[config.mk]
export PLATFORM = sky130hd
export DESIGN_NAME = bus_slave_sel
export DESIGN_NICKNAME = d
export VERILOG_FILES = /design/src/rtl/bus_slave_sel.sv
export SDC_FILE = /design/constraint.sdc
export NUM_CORES = 1
export LEC_CHECK = 0
export BUFFER_PORTS_ARGS = -buffer_cell sky130_fd_sc_hd__buf_2
export CORE_MARGIN = 4
export CORE_UTILIZATION = 48
export CTS_CLUSTER_DIAMETER = 60
export DETAILED_ROUTE_END_ITERATION = 16
export PLACE_DENSITY = 0.85
export SLEW_MARGIN = 0
export SYNTH_ARGS = -nofsm -noshare
export SYNTH_HDL_FRONTEND = slang
export SYNTH_SLANG_ARGS = --single-unit
[constraint.sdc]
create_clock -name clk -period 2.3 [get_ports clk]
set_input_delay 0.345 -clock clk [delete_from_list [all_inputs] [get_ports clk]]
set_output_delay 0.345 -clock clk [all_outputs]
set_load 0.01 [all_outputs]
[src/rtl/bus_slave_sel.sv]
// rtl/bus_slave_sel.sv - registered slave decoder with chip selects, ready merge and error completion (optional watchdog: BUS_TIMEOUT_EN)
module bus_slave_sel #(
   parameter int SLAVE_NUM = 8,
   parameter int INDEX_W   = 3,
   parameter int ADDR_W    = 30,
   parameter int TIMEOUT   = 255
) (
   input  logic                 clk,
   input  logic                 reset_,
   input  logic [ADDR_W-1:0]    s_addr,
   input  logic                 s_as_,
   input  logic [SLAVE_NUM-1:0] s_rdy_,
   output logic [SLAVE_NUM-1:0] cs_,
   output logic                 rdy_,
   output logic                 bus_err,
   output logic [ADDR_W-1:0]    err_addr
);

   typedef enum logic [1:0] {IDLE, BUSY, ERR} state_t;

   state_t                 state, state_nx;
   logic [INDEX_W-1:0]     idx;
   logic [INDEX_W-1:0]     idx_in;
   logic                   mapped;
   logic [SLAVE_NUM-1:0]   cs_sel;
   logic [SLAVE_NUM-1:0]   cs_nx;
   logic                   sel_rdy;
   logic [ADDR_W-1:0]      err_addr_nx;

`ifdef BUS_TIMEOUT_EN
   localparam int CNT_W = $clog2(TIMEOUT + 1);
   logic [CNT_W-1:0]       cnt;
   logic [ADDR_W-1:0]      addr;
   logic                   expired;

   // Last allowed BUSY cycle: counter has reached TIMEOUT-1 without a ready
   assign expired = (cnt == CNT_W'(TIMEOUT - 1));
`endif

   assign idx_in = s_addr[ADDR_W-1 -: INDEX_W];
   assign mapped = (32'(idx_in) < 32'(SLAVE_NUM));

   // Decode the incoming index to a chip-select pattern and pick the ready of the latched slave
   always_comb begin
      cs_sel  = '1;
      sel_rdy = 1'b1;
      for (int i = 0; i < SLAVE_NUM; i++) begin
         if (idx_in == INDEX_W'(i)) cs_sel[i] = 1'b0;
         if (idx == INDEX_W'(i))    sel_rdy   = s_rdy_[i];
      end
   end

   // Next-state, next chip selects and the merged ready to the master
   always_comb begin
      state_nx    = state;
      cs_nx       = cs_;
      rdy_        = 1'b1;
      err_addr_nx = s_addr;
`ifdef BUS_TIMEOUT_EN
      if (state == BUSY) err_addr_nx = addr;
`endif
      case (state)
         IDLE: begin
            if (!s_as_) begin
               if (mapped) begin
                  state_nx = BUSY;
                  cs_nx    = cs_sel;
               end else begin
                  state_nx = ERR;
               end
            end
         end
         BUSY: begin
            rdy_ = sel_rdy;
            // Ready wins over an expiring watchdog on the same cycle
            if (!sel_rdy) begin
               state_nx = IDLE;
               cs_nx    = '1;
            end
`ifdef BUS_TIMEOUT_EN
            else if (expired) begin
               state_nx = ERR;
               cs_nx    = '1;
            end
`endif
         end
         ERR: begin
            rdy_     = 1'b0;
            state_nx = IDLE;
         end
         default: begin
            state_nx = IDLE;
            cs_nx    = '1;
         end
      endcase
   end

   // State, registered chip selects and the error report, loaded as ERR is entered
   always_ff @(posedge clk or negedge reset_) begin
      if (!reset_) begin
         state    <= IDLE;
         cs_      <= '1;
         bus_err  <= 1'b0;
         err_addr <= '0;
         idx      <= '0;
      end else begin
         state   <= state_nx;
         cs_     <= cs_nx;
         bus_err <= (state_nx == ERR);
         if (state_nx == ERR) err_addr <= err_addr_nx;
         if (state == IDLE && !s_as_) idx <= idx_in;
      end
   end

`ifdef BUS_TIMEOUT_EN
   // Watchdog: cleared when an access starts, counts BUSY cycles without ready
   always_ff @(posedge clk or negedge reset_) begin
      if (!reset_) begin
         cnt  <= '0;
         addr <= '0;
      end else if (state == IDLE && !s_as_) begin
         cnt  <= '0;
         addr <= s_addr;
      end else if (state == BUSY && !expired) begin
         cnt  <= cnt + CNT_W'(1);
      end
   end
`endif

endmodule
Word-level counts from Yosys, hierarchy flattened
Index checks and enable logic that the tools add are counted.
- add/sub/neg operators: 0
- multipliers: 0
- divide/modulo/power cells: 0
- $lt $le $gt $ge: 0
- equality and inequality tests: 19
- shift operators: 0
- muxes and demuxes: 23
- bitwise gates (word level): 1
- reduce and logical (&&, ||, !) cells: 6
- operators with widths (kind ; count):
    == test 3 bit, second input constant ; 8
    case mux 8 bit (3 select lines) ; 1
    two-way mux 1 bit ; 16
    two-way mux 8 bit ; 2
    == test 3 x 2 -> 1 bit, second input constant ; 4
    == test 3 x 1 -> 1 bit, second input constant ; 2
    logical NOT 3 bit ; 2
    == test 2 bit, second input constant ; 2
    two-way mux 2 bit ; 2
    inequality test 2 bit, second input constant ; 2
    case mux 2 bit (2 select lines) ; 1
    AND reduction 3 bit ; 1
    == test 2 x 1 -> 1 bit, second input constant ; 1
    logical NOT 2 bit ; 1
    case mux 1 bit (2 select lines) ; 1
    logical AND 1 bit ; 1
    logical NOT 1 bit ; 1
    NOT 1 bit ; 1
- flip-flop bits (word level): 44
- latch bits: 0
- memory bits (writable): 0
- memory bits (read-only): 0
- word-level logic and storage cells: 54
- memories kept: 0

Depth between registers and ports, before layout
- word-level depth: 12
- gate-level depth with buffers: 8

Least setup slack after synthesis
No wires, ideal clock.
- path type: register to register
- from: register idx[2]
- to: register err_addr[0]
- data arrival time: 1.637 ns
- data required time: 2.175 ns
- slack: 0.538 ns
- stages on the path, launching flop included: 7
- buffers on the path: 2
- clock period less this slack: 1.762 ns
- cell sequence: dfrtp_1 -> buf_4 -> mux2i_1 -> a221oi_4 -> a31oi_4 -> buf_6 -> mux2_4
- cells in the longest elaborated chain, start to end: 12
- elaborated cells on any way between the ends: 19
- classes of those cells: eq/ne: 8; mux: 10; reduce/logical: 1
- RTL lines (what ; line ; source):
    start, declared ; 22 ; logic [INDEX_W-1:0] idx;
    start signal, assigned ; 111 ; if (state == IDLE && !s_as_) idx <= idx_in;
    logical NOT 3 bit ; 49 ; if (idx == INDEX_W'(i)) sel_rdy = s_rdy_[i];
    two-way mux 1 bit (7 in a row) ; 49 ;
    two-way mux 1 bit (*) ; 49 ;
    two-way mux 2 bit (*) ; 76 ; if (!sel_rdy) begin
    case mux 2 bit (2 select lines) (*) ; 62 ; case (state)
    == test 2 bit (*) ; 110 ; if (state_nx == ERR) err_addr <= err_addr_nx;
    end signal, assigned ; 110 ;
    end, declared ; 16 ; output logic [ADDR_W-1:0] err_addr
Mark *: on every way between the ends. The rest lies on a longest branch, timed or not.
A chain may end at the register's enable or synchronous reset.

Worst setup path after layout
- from: register idx[2]
- to: output rdy_
- cells in the longest elaborated chain, start to end: 10
- elaborated cells on any way between the ends: 17
- classes of those cells: eq/ne: 7; mux: 9; reduce/logical: 1
- RTL lines (what ; line ; source):
    logical NOT 3 bit ; 49 ;
    two-way mux 1 bit (7 in a row) ; 49 ;
    two-way mux 1 bit (*) ; 49 ;
    case mux 1 bit (2 select lines) (*) ; 62 ;
    end, declared ; 14 ; output logic rdy_,
Marked as above.

==> results.md <==
Synthesis:
- The number of instances in the synthesized netlist is between 100 and 150.
- The share of synthesized flip-flops with an asynchronous set or reset is 100%.
- The area share of the largest cell type after synthesis is 44.7%.
- In this run, synthesis produced a sequential element count of between 40 and 50.
- The portion of the post-synthesis area used by sequential elements is between 50 and 60%.
- Counting flops with a built-in enable in the synthesized netlist gives 0.
- The count of warnings emitted by yosys is 0.
- The average size of a mapped cell is between 15 and 20 um^2.
- The number of nets handed over by synthesis was 172.
- sky130_fd_sc_hd__dfrtp_1 takes more of the synthesized area than any other cell.
- The most frequently used cell type in the post-synthesis netlist is sky130_fd_sc_hd__dfrtp_1.
- The most instantiated flip-flop cell in the synthesis netlist is sky130_fd_sc_hd__dfrtp_1.
- By area the synthesized netlist is led by sky130_fd_sc_hd__dfrtp_1 (45%), sky130_fd_sc_hd__mux2_4 (22%), sky130_fd_sc_hd__dfstp_2 (10%), sky130_fd_sc_hd__o32a_1 (4.0%), sky130_fd_sc_hd__mux2_2 (2.8%).
- The count of cell types in the netlist is 27.
- In this run the cell area of the synthesized design comes to just over 2000 um^2.
- Sorting the synthesized cells by how often they occur yields sky130_fd_sc_hd__dfrtp_1 (36), sky130_fd_sc_hd__mux2_4 (29), sky130_fd_sc_hd__dfstp_2 (8), sky130_fd_sc_hd__o32a_1 (8).

Finish:
- The count of cells in the finished layout, fillers not included, comes to ~260.
- The final antenna diode count is 0.
- The finished cells cover ~2600 um^2.
- The post-route netlist has between 60 and 70% of its cells at a drive strength greater than 1.
- Counting the fill cells in the layout gives around 320.
- The final core area utilization is 64.3%.
- The area of combinational cells with multiple inputs is 836 um^2.
- The growth of design area from synthesis to finish is 28.7%.
- Across the whole layout, storage elements account for between 1000 and 1500 um^2.
- For this run, the post-layout net count is about 260.

STA:
- The pin slew with the least headroom to its limit is between 0.5 and 0.6 ns.
- Across all setup checks in the final design, the least slack found is around 0.28 ns.
- Setup repair after global routing left no endpoint under its margin.
- The number of pins exceeding their max-slew limit in the final report is 0.
- Setup violations remaining at the end of the flow were counted as 0.
- The worst pin sits at a relative slew slack of slightly above 60%.
- Summed over all failing endpoints, the final setup total negative slack is 0 ns.
- The final worst hold slack is roughly 0.28 ns.
- In the finished design, the share of the clock period the worst path needs comes to around 88%.
- Static timing analysis puts the maximum clock frequency at about 500 MHz.
- The final critical delay including setup and external delays is about 2.0 ns.
- The final number of hold-violating endpoints came to 0.
- The clock arrives with around 0.0044 ns of skew.

Pwr:
- The overall power is between 2 and 2.5 mW.
- The analysis attributes to cell leakage a power of about 1.4 nW.
- The power density over the cells is about 800 nW/um^2.
- The switching power is approximately 0.61 mW.
- Per report_power, the combinational group accounts for a little over a quarter of the total.
- The worst vdd rail ir drop is roughly 0.00053 V.
- The switching portion of total power is roughly 29%.
- The share of total power dissipated in the clock network is between 20% and 30%.
- The share of total power in sequential cells is between 40 and 50%.
- The internal portion of the total power is ~1.5 mW.

Die:
- From left edge to right edge, the die measures between 70 and 80 um.
- The placeable core region is between 4000 and 5000 um^2.
- The starting utilization of the core area is between 40% and 50%.
- The area enclosed by the die boundary is 5290 um^2.
- The cell row count is 23.
- The y dimension of the die is a little over 70 um.
- The top-level port count is a little over 80.

Routing:
- The routed length per instance is between 10 and 15 um.
- Summed over all nets, wire length on met3 after detailed routing comes to between 300 and 400 um.
- The total length of routed wires is a little under 4000 um.
- The iteration count of the initial detailed-routing pass is 4.
- In this run the remaining antenna-violating nets after routing total 0.
- The routed layout has approximately 1300 vias.
- After detailed routing, the number of remaining DRC violations is 0.
- Wire segments on met2 add up to 1820 um in the final route.
- Using the TritonRoute via totals, the vias-per-cell ratio works out to just over 5.
- For this block, the initial DRC count from the detailed router was 46.
- For this block, wires on met1 add up to between 1500 and 2000 um.
- The highest signal layer in the routed design is met4.

Placement:
- In this run the tool buffered the top-level ports with 80 buffer cells.
- The weighted congestion reported at the end of routability-driven placement is ~0.74.
- Once placement finished, the instance area stood at 2460 um^2.
- The worst slack at placement is 0.369 ns.
- The number of cells in the design after placement is ~260.
- Once detailed placement completed, the half-perimeter wirelength came to ~3000 um.

Clock tree:
- The number of buffers added by the clock tree synthesis step is 5.
- The buffer type at the clock tree root is sky130_fd_sc_hd__clkbuf_8.
- The clock passes through at most 2 buffers.
- The number of gates resized after CTS was 0.
- Post-CTS timing repair inserted 0 buffers for setup.
- At the later pin of the worst-skew pair, clock insertion delay measures 0.29 ns.
- CTS saw 44 sinks.
- The maximum level of the CTS H-tree is 2.
- Clock-pin slew was measured on the worst setup and hold paths at ~0.08 ns.
- TritonCTS built the clock tree.

Critical path:
- STA classifies the critical path endpoint as an output port.
- The delay of the slowest cell on the worst path is roughly 0.46 ns.
- At the worst endpoint, the required time is 1.96 ns.
- The largest driver fanout on the critical path is 5.
- The signal on the critical path passes through mux2i_1 > a221oi_4 > nand2_1 > nand2_1 > buf_2.
- The critical path is of the register to output port type.
- The setup check on the worst reg-to-reg path leaves a slack of 0.37 ns.
- The path depth of the worst reg2reg path is 6.
- The master of the slowest instance on the critical path is sky130_fd_sc_hd__dfrtp_1.
- STA classifies the critical path startpoint as a register.
- The critical register-to-register path endpoint is err_addr[28]$_DFFE_PN0N_.
- The reg-to-reg critical path startpoint is state[0]$_DFF_PN0_.
- Data on the critical path arrives at its endpoint at approximately 1.7 ns.
- The most used cell along the critical path is sky130_fd_sc_hd__nand2_1.

Global routing:
- The pin count of the biggest net entering global routing is 32.
- The total congestion overflow after global routing is 0.
- The overall routing resource usage is between 10% and 20%.
- The wire length of the first global-routing pass is 6610 um.
- The number of antenna violations at the first check in global routing is 0.
- The via count of the first global-routing pass is 1420.

Hold path:
- The beginning of the worst hold path is s_addr[21].
- The path class of the tightest hold or removal check is primary input to register.
- The worst hold path terminates at err_addr[21]$_DFFE_PN0N_.
- The hold path depth is 2.

Job:
- Across the run, the number of max-cap violations was 0.

Status:
- The flow ran to the end, and the final reports show no timing, DRC or antenna violations.
[routing by layer]
metal  up-vias  GRT usage, %
li1        632             -
met1       637          20.4
met2        63          25.7
met3         6          6.20
met4         0          5.74
met5         -             0
[layout by cell type, fill, tap and decap left out, types with 2 or more instances in the layout]
cell	Yosys	final
sky130_fd_sc_hd__mux2_4	29	29
sky130_fd_sc_hd__buf_2	2	80
sky130_fd_sc_hd__ha_1	3	3
sky130_fd_sc_hd__dfstp_2	8	8
sky130_fd_sc_hd__nor2b_1	3	3
sky130_fd_sc_hd__nand3b_1	2	2
sky130_fd_sc_hd__nand2_1	5	5
sky130_fd_sc_hd__clkbuf_8	0	6
sky130_fd_sc_hd__o32a_1	8	8
sky130_fd_sc_hd__mux2i_1	3	3
sky130_fd_sc_hd__mux2_2	5	5
sky130_fd_sc_hd__buf_4	1	2
sky130_fd_sc_hd__dfrtp_1	36	36
sky130_fd_sc_hd__inv_1	4	4
sky130_fd_sc_hd__nor2_1	4	4
[power by group through the flow]
stage | clock network, mW | registers, mW | logic [mW]
after floorplan | 0 | 0.951 | 0.402
after global placement | 0 | 0.951 | 0.545
after detailed placement | 0 | 0.954 | 0.555
after CTS | 0.630 | 0.940 | 0.558
after global routing | 0.670 | 0.958 | 0.606
final | 0.607 | 0.939 | 0.551
[final cells by class]
class	count	share of cell area, %
clock buffers	6	3.19
clock inverters	2	1.50
inverters	4	0.579
multi-input cells	74	32.3
flip-flops and latches	44	42.9
well taps	50	2.41
repair buffers	84	17.2
[timing repair]
action / 4_1_cts / 5_1_grt
endpoints found under the hold margin: 1 / 0
hold buffers: 1 / 0
endpoints found under the setup margin: 0 / 0
[state kept, by name, summed over array words and instances (netlist names)]
| name | cells |
|---|---|
| bus_err | 1 |
| cs_ | 8 |
| err_addr | 30 |
| idx | 3 |
| state | 2 |
[critical path: cells and delay by family, from the launching register on]
kind            cells  cell delay (ns)
flops               1             0.46
compound gates      1             0.41
simple gates        2             0.21
mux                 1             0.18
buf+inv             1             0.12
[worst max-delay path by stage]
| stage | from | to | slack (ns) |
|---|---|---|---|
| after floorplan | idx[2]$_DFFE_PN0P_ | err_addr[0]$_DFFE_PN0N_ | 0.54 |
| after global placement | idx[2]$_DFFE_PN0P_ | err_addr[28]$_DFFE_PN0N_ | 0.40 |
| after detailed placement | state[0]$_DFF_PN0_ | err_addr[28]$_DFFE_PN0N_ | 0.37 |
| after CTS | idx[2]$_DFFE_PN0P_ | rdy_ | 0.25 |
| after global routing | idx[2]$_DFFE_PN0P_ | rdy_ | 0.16 |
| final | idx[2]$_DFFE_PN0P_ | rdy_ | 0.28 |
[cell families after synthesis]
family / share of synthesized area, %
compound gates: 8.76
buf+inv: 3.29
fa+ha+maj: 1.86
mux: 25.9
simple gates: 4.97
flops: 55.2
No activity file was read; power rests on OpenSTA's default activity.
